## config.mk

```make
export PLATFORM = sky130hd
export DESIGN_NAME = instruction_decode
export DESIGN_NICKNAME = d
export VERILOG_FILES = /design/src/rtl/pipe_pkg.sv /design/src/rtl/regfile_8x.sv /design/src/rtl/instruction_decode.sv
export SDC_FILE = /design/constraint.sdc
export NUM_CORES = 1
export LEC_CHECK = 0
export CELL_PAD_IN_SITES_DETAIL_PLACEMENT = 0
export CELL_PAD_IN_SITES_GLOBAL_PLACEMENT = 1
export CORE_MARGIN = 5
export CORE_UTILIZATION = 23
export DETAILED_ROUTE_END_ITERATION = 10
export PLACE_DENSITY_LB_ADDON = 0.08
export REMOVE_ABC_BUFFERS = 1
export SLEW_MARGIN = 20
export SYNTH_ARGS = -nofsm -noshare
export SYNTH_HDL_FRONTEND = slang
export SYNTH_SLANG_ARGS = --single-unit
```

## constraint.sdc

```tcl
create_clock -name clk -period 2.7 [get_ports clk]
set_input_delay 0.54 -clock clk [delete_from_list [all_inputs] [get_ports clk]]
set_output_delay 0.54 -clock clk [all_outputs]
set_load 0.05 [all_outputs]
```

## src/rtl/pipe_pkg.sv

```systemverilog
// Shared definitions for the 8-bit pipeline: opcodes, field positions
// and the default datapath width.
package pipe_pkg;

    localparam int DATA_W = 8;

    localparam logic [1:0] OP_ADD = 2'b00;
    localparam logic [1:0] OP_SUB = 2'b01;
    localparam logic [1:0] OP_LDI = 2'b10;
    localparam logic [1:0] OP_JMP = 2'b11;

    localparam int OPC_HI = 7;
    localparam int OPC_LO = 6;
    localparam int RD_HI  = 5;
    localparam int RD_LO  = 3;
    localparam int RS_HI  = 2;
    localparam int RS_LO  = 0;
    localparam int OFF_HI = 5;

endpackage

```

## src/rtl/regfile_8x.sv

```systemverilog
// 8-entry register file, two combinational reads, one synchronous write.
// A read of the address being written this cycle returns the new data.
module regfile_8x #(
    parameter int                DATA_W  = 8,
    parameter logic [DATA_W-1:0] RST_VAL = '0
) (
    input  logic              clk,
    input  logic              reset,
    input  logic              wr_en,
    input  logic [2:0]        wr_addr,
    input  logic [DATA_W-1:0] wr_data,
    input  logic [2:0]        ra_addr,
    output logic [DATA_W-1:0] ra_data,
    input  logic [2:0]        rb_addr,
    output logic [DATA_W-1:0] rb_data
);

    logic [DATA_W-1:0] mem [8];

    // Write port; reset loads every entry with the reset value
    always_ff @(posedge clk) begin
        if (reset) begin
            for (int i = 0; i < 8; i++) begin
                mem[i] <= RST_VAL;
            end
        end else if (wr_en) begin
            mem[wr_addr] <= wr_data;
        end
    end

    // Read ports with write-first bypass
    always_comb begin
        ra_data = mem[ra_addr];
        rb_data = mem[rb_addr];
        if (wr_en && wr_addr == ra_addr) ra_data = wr_data;
        if (wr_en && wr_addr == rb_addr) rb_data = wr_data;
    end

endmodule

```

## src/rtl/instruction_decode.sv

```systemverilog
// Decode stage: IF/ID register, decode, register-file read, ID/EX register.
// JMP resolves here and squashes the single shadow instruction.
module instruction_decode
    import pipe_pkg::*;
#(
    parameter int                DATA_W     = pipe_pkg::DATA_W,
    parameter logic [DATA_W-1:0] RF_RST_VAL = '0
) (
    input  logic              clk,
    input  logic              reset,
    input  logic [7:0]        Instruction_Code,
    input  logic              wb_en,
    input  logic [2:0]        wb_addr,
    input  logic [DATA_W-1:0] wb_data,
    output logic              adr_sel,
    output logic [7:0]        jmp_addr,
    output logic              ex_valid,
    output logic [1:0]        ex_op,
    output logic [2:0]        ex_rd,
    output logic [DATA_W-1:0] ex_a,
    output logic [DATA_W-1:0] ex_b
);

    logic              if_id_valid;
    logic [7:0]        if_id_instr;
    logic [1:0]        opcode;
    logic [2:0]        rd;
    logic [2:0]        rs;
    logic [5:0]        off;
    logic              jump_taken;
    logic [DATA_W-1:0] rd_data;
    logic [DATA_W-1:0] rs_data;

    assign opcode     = if_id_instr[OPC_HI:OPC_LO];
    assign rd         = if_id_instr[RD_HI:RD_LO];
    assign rs         = if_id_instr[RS_HI:RS_LO];
    assign off        = if_id_instr[OFF_HI:0];
    assign jump_taken = if_id_valid && (opcode == OP_JMP);

    // Reset wins over a pending jump so fetch never redirects during reset
    always_comb begin
        adr_sel  = 1'b0;
        jmp_addr = 8'h00;
        if (jump_taken && !reset) begin
            adr_sel  = 1'b1;
            jmp_addr = {{2{off[5]}}, off};
        end
    end

    regfile_8x #(
        .DATA_W  (DATA_W),
        .RST_VAL (RF_RST_VAL)
    ) u_rf (
        .clk     (clk),
        .reset   (reset),
        .wr_en   (wb_en),
        .wr_addr (wb_addr),
        .wr_data (wb_data),
        .ra_addr (rd),
        .ra_data (rd_data),
        .rb_addr (rs),
        .rb_data (rs_data)
    );

    // IF/ID register; the instruction behind a taken jump is marked invalid
    always_ff @(posedge clk) begin
        if (reset) begin
            if_id_valid <= 1'b0;
            if_id_instr <= 8'h00;
        end else begin
            if_id_valid <= ~jump_taken;
            if_id_instr <= Instruction_Code;
        end
    end

    // ID/EX register; LDI carries 0 and the zero-extended immediate
    always_ff @(posedge clk) begin
        if (reset) begin
            ex_valid <= 1'b0;
            ex_op    <= 2'b00;
            ex_rd    <= 3'd0;
            ex_a     <= '0;
            ex_b     <= '0;
        end else begin
            ex_valid <= if_id_valid && (opcode != OP_JMP);
            ex_op    <= opcode;
            ex_rd    <= rd;
            if (opcode == OP_LDI) begin
                ex_a <= '0;
                ex_b <= {{(DATA_W-3){1'b0}}, rs};
            end else begin
                ex_a <= rd_data;
                ex_b <= rs_data;
            end
        end
    end

endmodule
```

Yosys cells after proc, flatten, opt, wreduce, memory -nomap -nowiden:

Memories as Yosys holds them, arrays and structs flattened. A register that Yosys moved wholly into a read port is not among the register bits.
Cells that the tools add are included.

* reductions and logical operators: 7
* mux-type cells: 13
* bitwise gates (word level): 1
* equality and inequality tests: 4

Operators by type and width (number)
* 8-bit two-way mux: 3
* 3-bit two-way mux: 3
* 8-bit OR reduction: 1
* 1-bit two-way mux: 7
* 2-bit equality test, second input constant: 2
* 1-bit logical AND: 4
* 3-bit equality test: 1
* 2-bit inequality test, second input constant: 1
* 2-bit OR reduction: 1
* 1-bit logical NOT: 1
* 1-bit NOT: 1

* bits in registers: 23
* bits of input ports: 22
* memories: 1
* RAM bits: 64
* output and inout port bits: 31
* logic and storage cells: 33

Memories
* u_rf.mem: depth 8, width 8, read ports 2, clocked after memory_dff 2, write ports 8, line regfile_8x.sv:18 `logic [DATA_W-1:0] mem [8];`

Longest topological paths before layout:

Gate-level depths: netlist of run 1.

* depth after elaboration: 5
* depth in mapped cells: 6
* gate-level depth less buffers: 4

Modules after synthesis:

From an unflattened synthesis of run 1, not the netlist that was laid out.

* cell total of the unflattened synthesis: 318
* area, all modules: 4809.6 um^2

Modules (own cells, without submodules)
* regfile_8x: seq. area each 1921.8 um^2, cells each 233, area an instance 3761.1 um^2, instances 1
* instruction_decode: seq. area each 620.6 um^2, cells each 85, area an instance 1048.5 um^2, instances 1

Worst setup path after synthesis of run 1:

No wires, ideal clock.

* path type: input port to output port
* start: input reset
* end: output jmp_addr[6]
* slack: -42 ps
* required time: 2160 ps
* path buffers: 2
* stages: 5
* data arrival time: 2202 ps
* path through: nor2b_1 and3_1 clkbuf_1 and2_1 buf_4

* longest elaborated chain between the ends: 3

RTL lines
* start: declaration: line instruction_decode.sv:10 `input logic reset,`
* 1-bit logical NOT: line instruction_decode.sv:44 `if (jump_taken && !reset) begin`
* 1-bit logical AND: line instruction_decode.sv:44
* 8-bit two-way mux: line instruction_decode.sv:44
* end: declaration: line instruction_decode.sv:16 `output logic [7:0] jmp_addr,`

Every way passes these cells.

Worst setup path after layout of run 1:

* start: input reset
* end: output jmp_addr[7]

The elaborated chain is that of the path after synthesis.

==> impl_results.md, run 1 <==
* # port buffers at 52
* Power share of the clock group at about 35%
* Netlist cell types at 26
* Die W at approximately 150 um
* Reg2reg end: ex_b[7]$_SDFF_PP0_
* Die area at between 20000 and 25000 um^2
* Starting Density at 23.25%
* RSZ-0062 raised after global routing: false
* Crit path depth at 5
* P_int at approximately 2500 uW
* Complex-gate fraction of the synthesized area at 2.969%
* Detailed Route WL at around 13000 um
* Slowest CP cell: clkdlybuf4s50_1
* Die H at ~150 um
* Main synth FF type: edfxtp_1
* DRT antenna net count at 0
* Maximum VDD drop at about 230 uV
* Max-slew headroom at 51.91%
* Flop2flop setup slack at a little under 0.7 ns
* Post-CTS Hold Fix Bufs at 0
* Synth Cell Area at 4509 um^2
* CP Max Fanout at 4
* Final HPWL DP at between 9000 and 10000 um
* Fraction of registers with async set/reset at 0%
* Boundary Pins at between 50 and 60
* CTS root buf: clkbuf_16
* Post-synth EDFFs at 64
* Mux cell area share after synthesis at around a fifth
* Leakage at 0.002026 uW
* Sequential area share after synthesis at between 50% and 60%
* Area leader, netlist: edfxtp_1
* Critical Path RT at approximately 2.2 ns
* Final Skew at 0.008874 ns
* Top post-synthesis cells by area: edfxtp_1, dfxtp_1, mux4_2, and2_1, mux2i_1
* Hold WS at 0.4540 ns
* Power share of the combinational group at approximately 15%
* Num CTS Buffers at 9
* Initial antenna violation count at 1
* Post-Synth Adder-Cell Area at 0%
* Switching part of the total at 26.56%
* Main combinational cell family by area after synthesis: multiplexers
* Setup ws final at between 0.15 and 0.2 ns
* Final std cells w/o fill at 656
* RR Startpoint: if_id_instr[0]$_SDFF_PP0_
* Setup Buffers After CTS at 0
* Critical Path Source: reset
* Clk slew on worst S/H paths at 0.06 ns
* Pin count of the biggest net entering global routing at 24
* R2R depth at 4
* Max Cap Viol at 0
* CP top delay family: simple AND/OR/NAND/NOR gates
* CP endpoint kind: primary output
* Post-route minimum period at roughly 2.5 ns
* H-Tree Depth at 3
* Pwr Density at 588.5 nW/um^2
* Count leader, synth: and2_1
* Gr ovfl total at 0
* Area grow syn2layout at 28.39%
* CP bufs+invs at 2
* Core ar. at approximately 19000 um^2
* Max stage delay on crit path at approximately 0.48 ns
* Startpoint class of the critical path: primary input
* Clock Sinks at 95
* Commonest cells in the netlist: and2_1, edfxtp_1, dfxtp_1
* Row cnt at a little over 50
* Layout cells sized above 1 at around 22%
* Syn_area_per_cell at roughly 14 um^2
* Hold crit path type: flop to flop
* GPL Wtd Cong at 0.7383
* Worst-Skew Late Latency at 0.34 ns
* Seq cells post-synth at 95
* Capture point of the worst path: jmp_addr[7]
* GRT Total Usage at between 10% and 20%
* Critical-path cell list: clkdlybuf4s50_1 -> nor2b_1 -> and3_1 -> and2_1 -> buf_12
* PostCTS Resize Cnt at 0
* Area after DPL at ~5500 um^2
* Final setup viols at 0
* Vias in the first global route at roughly 2800
* Psw at 905.1 uW
* Post-synthesis simple-gate area fraction at 15.90%
* Period utilization at between 90% and 100%
* Critical path type: primary input to primary output
* Drt first pass iters at 4
* DR DRC count at 0
* Top cell type's share of synthesized area at between 40% and 50%
* Status: completed
* Crit path DAT at 1.97 ns
* Post-Synth XOR/XNOR Area at 1.165%
* Place WS at 0.1798 ns
* Placed cell count at between 600 and 700
* Routed via count at around 2800
* Syn Inst Count at 318
* Synth Warn # at 0
* Final Max Tran Viols at 0
* Fin area at roughly 5800 um^2
* NumNets Final at between 400 and 500
* Initial DRC count at between 150 and 200
* Max clock buf depth at 2
* Slew at the pin closest to its max-slew limit at around 0.72 ns
* F_max at 397.7 MHz
* Via-to-Cell Ratio at between 4 and 5
* N_diodes at 0
* CTS tree: yes
* Final hold viol count at 0
* First-pass GRT wire length at just under 20000 um
* Register share of total power at 49.9%
* WL per Instance at 20.17 um
cell usage in the layout (no fill, tap or decap):
cell	count
a211oi_1	14
a21o_1	1
a31oi_1	1
and2_1	71
and3_1	1
buf_12	9
buf_4	25
clkbuf_1	2
clkbuf_16	9
clkdlybuf4s50_1	43
clkinv_2	1
clkinvlp_4	3
dfxtp_1	31
edfxtp_1	64
inv_1	2
inv_6	1
mux2_2	3
mux2i_1	16
mux4_1	6
mux4_2	26
nand2_1	5
nand2b_1	3
nand4_1	2
nor2_1	20
nor2b_1	13
nor3_1	2
o21ai_1	3
or2_2	8
xnor2_1	6
layout make-up:
cell class	count	area, um^2
Timing Repair Buffer	77	798.3
Clock inverter	5	36.28
Multi-Input combinational cell	201	1841
Tap cell	265	331.6
Inverter	2	7.507
Fill cell	1974	13610
Clock buffer	11	232.7
Sequential cell	95	2542
worst min-delay path by stage:
stage / startpoint / endpoint / cells after the start
CTS: if_id_valid$_SDFF_PP0_ / ex_valid$_SDFF_PP0_ / 2
global placement: if_id_valid$_SDFF_PP0_ / ex_valid$_SDFF_PP0_ / 2
finish: if_id_valid$_SDFF_PP0_ / ex_valid$_SDFF_PP0_ / 2
detailed placement: if_id_valid$_SDFF_PP0_ / ex_valid$_SDFF_PP0_ / 2
global route: if_id_valid$_SDFF_PP0_ / ex_valid$_SDFF_PP0_ / 2
floorplan: if_id_valid$_SDFF_PP0_ / ex_valid$_SDFF_PP0_ / 2
per-stage QoR:
stage          utilization (%)  TNS [ns]  total power, uW
2_1_floorplan                -   -0.6358             2019
3_3_place_gp             28.46         0             2250
3_5_place_dp             28.46         0             2249
4_1_cts                  29.84         0             3462
5_1_grt                  29.84         0             3554
6_report                 29.84         0             3407
worst register-to-register path: cells and delay by family (launching register included):
kind / cells / cell delay (ns)
compound gates: 1 / 0.09
flops: 1 / 0.72
mux: 2 / 0.75
buf+inv: 1 / 0.35
sequential cells by signal (all words and copies together), names as in the netlist:
register     cells
ex_a             8
ex_b             8
ex_op            2
ex_rd            3
ex_valid         1
if_id_instr      8
if_id_valid      1
u_rf.mem        64
layer usage:
layer | vias up | wire, um | global-route usage [%]
met3 | 15 | 392 | 1.908
met1 | 1383 | 6088 | 16.72
met2 | 53 | 6546 | 20.32
met5 | - | 0 | 0
li1 | 1305 | - | -
met4 | 0 | 204 | 4.254
logic make-up after synthesis:
family | Yosys count
buffers and inverters | 22
and+or+nand+nor | 125
DFF | 95
AOI/OAI and AO/OA | 19
muxes | 51
xor gates and xnor gates | 6
power groups by stage:
stage | Combinational (uW) | Clock (uW) | Sequential [uW]
5_1_grt | 539 | 1300 | 1710
4_1_cts | 515 | 1250 | 1700
6_report | 501 | 1210 | 1700
3_3_place_gp | 516 | 0 | 1730
2_1_floorplan | 190 | 0 | 1830
3_5_place_dp | 515 | 0 | 1730
Note: power is estimated with default switching activity, not from simulation.
==> run 2, diff against run 1 <==
--- a/config.mk
+++ b/config.mk
@@ -8,10 +8,11 @@
 export CELL_PAD_IN_SITES_DETAIL_PLACEMENT = 0
 export CELL_PAD_IN_SITES_GLOBAL_PLACEMENT = 1
 export CORE_MARGIN = 5
-export CORE_UTILIZATION = 23
+export CORE_UTILIZATION = 45
 export DETAILED_ROUTE_END_ITERATION = 10
 export PLACE_DENSITY_LB_ADDON = 0.08
 export REMOVE_ABC_BUFFERS = 1
+export SETUP_SLACK_MARGIN = 0.02
 export SLEW_MARGIN = 20
 export SYNTH_ARGS = -nofsm -noshare
 export SYNTH_HDL_FRONTEND = slang
==> impl_results.md, run 2 (synthesis results as in run 1) <==
* Status: completed
* NumNets Final at 405 (-0.74%)
* Fin area at 5553 um^2 (-4.1%)
* First-pass GRT wire length at 15870 um (-18%)
* Vias in the first global route at 2717 (-3.8%)
* Boundary Pins at 53 (unchanged)
* Final std cells w/o fill at 521 (-21%)
* Footprint of the multi-input gates at 1841 um^2 (unchanged)
* CP endpoint kind: primary output
* Max FFs per register at 64 (unchanged)
* Period utilization at 88.84% (-4.3 points)
* N_diodes at 0 (unchanged)
* Num CTS Buffers at 9 (unchanged)
* Final Skew at 0.01364 ns (+0.004767 ns)
* Gr ovfl total at 0 (unchanged)
* # port buffers at 52 (unchanged)
* Slew at the pin closest to its max-slew limit at 0.5208 ns (-0.1996 ns)
* Max clock buf depth at 2 (unchanged)
* Drt first pass iters at 4 (unchanged)
* Setup Buffers After CTS at 0 (unchanged)
* Die H at 110.1 um (-27%)
* F_max at 416.9 MHz (+4.8%)
* Critical Path RT at 2.16 ns (about the same)
* Final setup viols at 0 (unchanged)
* Final Max Tran Viols at 0 (unchanged)
* Placed cell count at 505 (-21%)
* Maximum VDD drop at 322.5 uV (+42%)
* CTS root buf: clkbuf_8
* Initial DRC count at 133 (-28%)
* Routed via count at 2701 (-2.0%)
* Startpoint class of the critical path: primary input
* Die area at 12120 um^2 (-46%)
* Detailed Route WL at 9967 um (-25%)
* Hold crit path type: flop to flop
* PostCTS Resize Cnt at 0 (unchanged)
* CTS tree: yes
* Storage cell area at 2542 um^2 (unchanged)
* Most common cell after layout, fill and taps aside: and2_1
* RSZ-0062 raised after global routing: false
* DRT antenna net count at 0 (unchanged)
* Post-CTS Hold Fix Bufs at 0 (unchanged)
* Power after layout at 3221 uW (-5.5%)
* Via-to-Cell Ratio at 5.184 (+23%)
* Filler cells at 831 (-58%)
* Critical path type: primary input to primary output
* Biggest register: u_rf.mem
* DR DRC count at 0 (unchanged)
* Post-route minimum period at 2.399 ns (-0.1158 ns)
* Clk slew on worst S/H paths at 0.09 ns (+0.03 ns)
* Most frequent cells in the layout: and2_1, edfxtp_1, clkdlybuf4s50_1, dfxtp_1, mux4_2
* Die W at 110.1 um (-27%)
* Layout cells sized above 1 at 21.39% (-0.35 points)
* Starting Density at 46.13% (+23 points)
* Max Cap Viol at 0 (unchanged)
* Pin count of the biggest net entering global routing at 20 (-17%)
* Initial antenna violation count at 0 (-1)
* Crit path DAT at 1.86 ns (-0.11 ns)
* GRT Total Usage at 18.17% (+5.8 points)
* Row cnt at 36 (-29%)
* Area grow syn2layout at 23.14%
* Area after DPL at 5333 um^2 (-3.4%)
* Clock Sinks at 95 (unchanged)
* WL per Instance at 19.13 um (-5.1%)
* CP Max Fanout at 3 (-1)
* Leakage at 0.001992 uW (-1.7%)
* Core ar. at 9774 um^2 (-50%)
* GPL Wtd Cong at 0.7886 (+6.8%)
* Pwr Density at 580.1 nW/um^2 (-1.4%)
* Max-slew headroom at 65.17% (+13 points)
* Hold WS at 0.4666 ns (+0.01268 ns)
* H-Tree Depth at 3 (unchanged)
* Final HPWL DP at 7421 um (-18%)
* Final hold viol count at 0 (unchanged)
* Worst-Skew Late Latency at 0.36 ns (+0.02 ns)
-- run 2: cell types whose count changed in the layout (fill, tap and decap cells not counted) --
cell / change
buf_4: -3
clkbuf_1: -2
clkinvlp_4: -1
clkinv_4: +1
bufinv_16: +2
clkbuf_16: -9
clkbuf_8: +9
clkinv_1: +1
clkinv_2: -1
-- run 2: report_power, final --
part           internal [uW]  switching, uW
logic                    223            264
registers               1650           49.8
clock network            524            513
-- run 2: cell type report --
class / count / share of cell area [%]
sequential: 95 / 45.79
multi-input combinational: 201 / 33.15
timing repair buffer: 74 / 13.97
tap: 133 / 2.997
clock buffer: 9 / 2.231
clock inverter: 7 / 1.735
inverter: 2 / 0.1352
-- run 2: final timing paths --
check	startpoint	to	slack (ns)	cells after the start
max reg2reg	if_id_instr[0]$_SDFF_PP0_	ex_b[1]$_SDFF_PP0_	0.90	5
min reg2reg	if_id_valid$_SDFF_PP0_	ex_valid$_SDFF_PP0_	0.47	2
min	if_id_valid$_SDFF_PP0_	ex_valid$_SDFF_PP0_	0.47	2
max	reset	jmp_addr[6]	0.30	5
-- run 2: critical path, stage by stage --
cell             delay (ns)
clkdlybuf4s50_1        0.47
nor2b_1                0.16
and3_1                 0.19
and2_1                 0.31
buf_12                 0.18
-- run 2: stage by stage --
stage,TNS [ns],setup slack [ns],util [%]
final,0,0.3014,56.81
after global routing,0,0.2178,56.81
after CTS,0,0.2899,56.81
after detailed placement,0,0.2889,54.56
after global placement,0,0.3235,54.56
after floorplan,-0.6358,-0.2119,-
-- run 2: metal layers --
metal	global-route usage, %	wire [um]
met1	26.32	4790
met3	2.912	318
met4	4.573	92
met5	0	0
met2	28.81	4765
==> run 3, diff against run 2 <==
--- a/config.mk
+++ b/config.mk
@@ -7,6 +7,7 @@
 export LEC_CHECK = 0
 export CELL_PAD_IN_SITES_DETAIL_PLACEMENT = 0
 export CELL_PAD_IN_SITES_GLOBAL_PLACEMENT = 1
+export CORE_ASPECT_RATIO = 1.5
 export CORE_MARGIN = 5
 export CORE_UTILIZATION = 45
 export DETAILED_ROUTE_END_ITERATION = 10
==> impl_results.md, run 3 (synthesis results as in run 1) <==
* Status: completed
* Hold WS at 0.4593 ns (-0.007376 ns)
* CP endpoint kind: primary output
* WHS Path Cells at 2 (unchanged)
* R2R depth at 4 (-1)
* Initial antenna violation count at 0 (unchanged)
* Starting Density at 46.28% (+0.14 points)
* Clock Sinks at 95 (unchanged)
* Max Cap Viol at 0 (unchanged)
* DR DRC count at 0 (unchanged)
* RSZ-0062 raised after global routing: false
* Core ar. at 9744 um^2 (-0.31%)
* Hold crit path type: flop to flop
* NumNets Final at 404 (-0.25%)
* Final Skew at 0.005588 ns (-0.008054 ns)
* Gr ovfl total at 0 (unchanged)
* DRT antenna net count at 0 (unchanged)
* Final Max Tran Viols at 0 (unchanged)
* F_max at 421.6 MHz (+1.1%)
* PostCTS Resize Cnt at 0 (unchanged)
* Clk slew on worst S/H paths at 0.06 ns (-0.03 ns)
* Layout cells sized above 1 at 20.67% (-0.72 points)
* Final HPWL DP at 7674 um (+3.4%)
* Place WS at 0.3281 ns (+0.03912 ns)
* Final hold viol count at 0 (unchanged)
* Startpoint class of the critical path: primary input
* # port buffers at 52 (unchanged)
* Post-CTS Hold Fix Bufs at 0 (unchanged)
* CTS root buf: clkbuf_16
* Routed via count at 2767 (+2.4%)
* WL per Instance at 20.75 um (+8.4%)
* Final setup viols at 0 (unchanged)
* Filler cells at 781 (-6.0%)
* Slew at the pin closest to its max-slew limit at 0.5849 ns (+0.06415 ns)
* Max-slew headroom at 60.95% (-4.2 points)
* Crit path DAT at 1.83 ns (-0.03 ns)
* CTS tree: yes
* Die area at 12160 um^2 (+0.34%)
* Biggest register: u_rf.mem
* Critical Path RT at 2.16 ns (about the same)
* CP Max Fanout at 3 (unchanged)
* Most frequent cells in the layout: and2_1, edfxtp_1, clkdlybuf4s50_1, dfxtp_1, mux4_2
* Setup TNS at 0 ns (unchanged)
* Leakage at 0.002013 uW (+1.1%)
* N_diodes at 0 (unchanged)
* GPL Wtd Cong at 0.7871 (-0.19%)
* Max FFs per register at 64 (unchanged)
* Drt first pass iters at 4 (unchanged)
* Most common cell after layout, fill and taps aside: and2_1
* Setup ws final at 0.3280 ns (+0.02657 ns)
* Fin area at 5572 um^2 (+0.34%)
* H-Tree Depth at 3 (unchanged)
* Pin count of the biggest net entering global routing at 24 (+20%)
* Pwr Density at 601.7 nW/um^2 (+3.7%)
* Boundary Pins at 53 (unchanged)
* First-pass GRT wire length at 16010 um (+0.91%)
* Via-to-Cell Ratio at 5.512 (+6.3%)
* Initial DRC count at 152 (+14%)
* Die H at 132.6 um (+20%)
* Detailed Route WL at 10420 um (+4.5%)
* Critical path type: primary input to primary output
* Period utilization at 87.85% (-0.98 points)
* Worst-Skew Late Latency at 0.34 ns (-0.02 ns)
* Setup Buffers After CTS at 0 (unchanged)
* Maximum VDD drop at 308.2 uV (-4.4%)
* Utilization after layout at 57.18% (+0.37 points)
* Die W at 91.74 um (-17%)
* GRT Total Usage at 17.91% (-0.26 points)
* Area grow syn2layout at 23.56%
* Num CTS Buffers at 9 (unchanged)
* Area after DPL at 5303 um^2 (-0.56%)
* Vias in the first global route at 2820 (+3.8%)
* Max clock buf depth at 2 (unchanged)
* Post-route minimum period at 2.372 ns (-0.02657 ns)
* Row cnt at 44 (+22%)
-- run 3: cell count changes in the layout (fill, tap and decap cells not counted) --
cell / delta
inv_6: -1
clkbuf_8: -8
clkinvlp_4: -1
inv_4: +1
buf_4: -1
clkbuf_1: +3
bufinv_16: -2
clkinv_1: -1
clkinv_4: -1
clkbuf_16: +9
clkinv_2: +1
-- run 3: stage by stage --
step	total power, uW	instances
floorplan	2019	298
global placement	2213	486
detailed placement	2224	486
CTS	3376	502
global route	3470	502
finish	3353	502
-- run 3: where the power goes --
| part | internal [uW] | switching [uW] | total [uW] |
|---|---|---|---|
| Sequential | 1650 | 51.4 | 1700 |
| Clock | 650 | 517 | 1170 |
| Combinational | 222 | 263 | 485 |
| Total | 2520 | 831 | 3350 |
-- run 3: worst paths after layout --
| check | startpoint | to | slack [ns] |
|---|---|---|---|
| min reg2reg | if_id_valid$_SDFF_PP0_ | ex_valid$_SDFF_PP0_ | 0.46 |
| max reg2reg | if_id_instr[0]$_SDFF_PP0_ | ex_b[1]$_SDFF_PP0_ | 0.71 |
| min | if_id_valid$_SDFF_PP0_ | ex_valid$_SDFF_PP0_ | 0.46 |
| max | reset | jmp_addr[7] | 0.33 |
-- run 3: final cells by class --
type	instances	area, um^2	area share [%]
Clock buffer	13	250.2	4.491
Clock inverter	3	18.77	0.3369
Inverter	2	7.507	0.1347
Multi-Input combinational cell	201	1841	33.03
Sequential cell	95	2542	45.63
Tap cell	115	143.9	2.583
Timing Repair Buffer	73	768.2	13.79
-- run 3: routing by layer --
layer | global-route usage [%] | vias to the layer above | routed length (um)
met5 | 0 | - | 0
met3 | 2.898 | 15 | 373
met2 | 30.54 | 63 | 5529
met4 | 8.926 | 0 | 216
met1 | 21.87 | 1382 | 4296
li1 | - | 1307 | -
-- run 3: worst max-delay path, stage by stage --
cell and delay [ns]:
clkdlybuf4s50_1 0.44, nor2b_1 0.17, and3_1 0.19, and2_1 0.31, buf_12 0.18
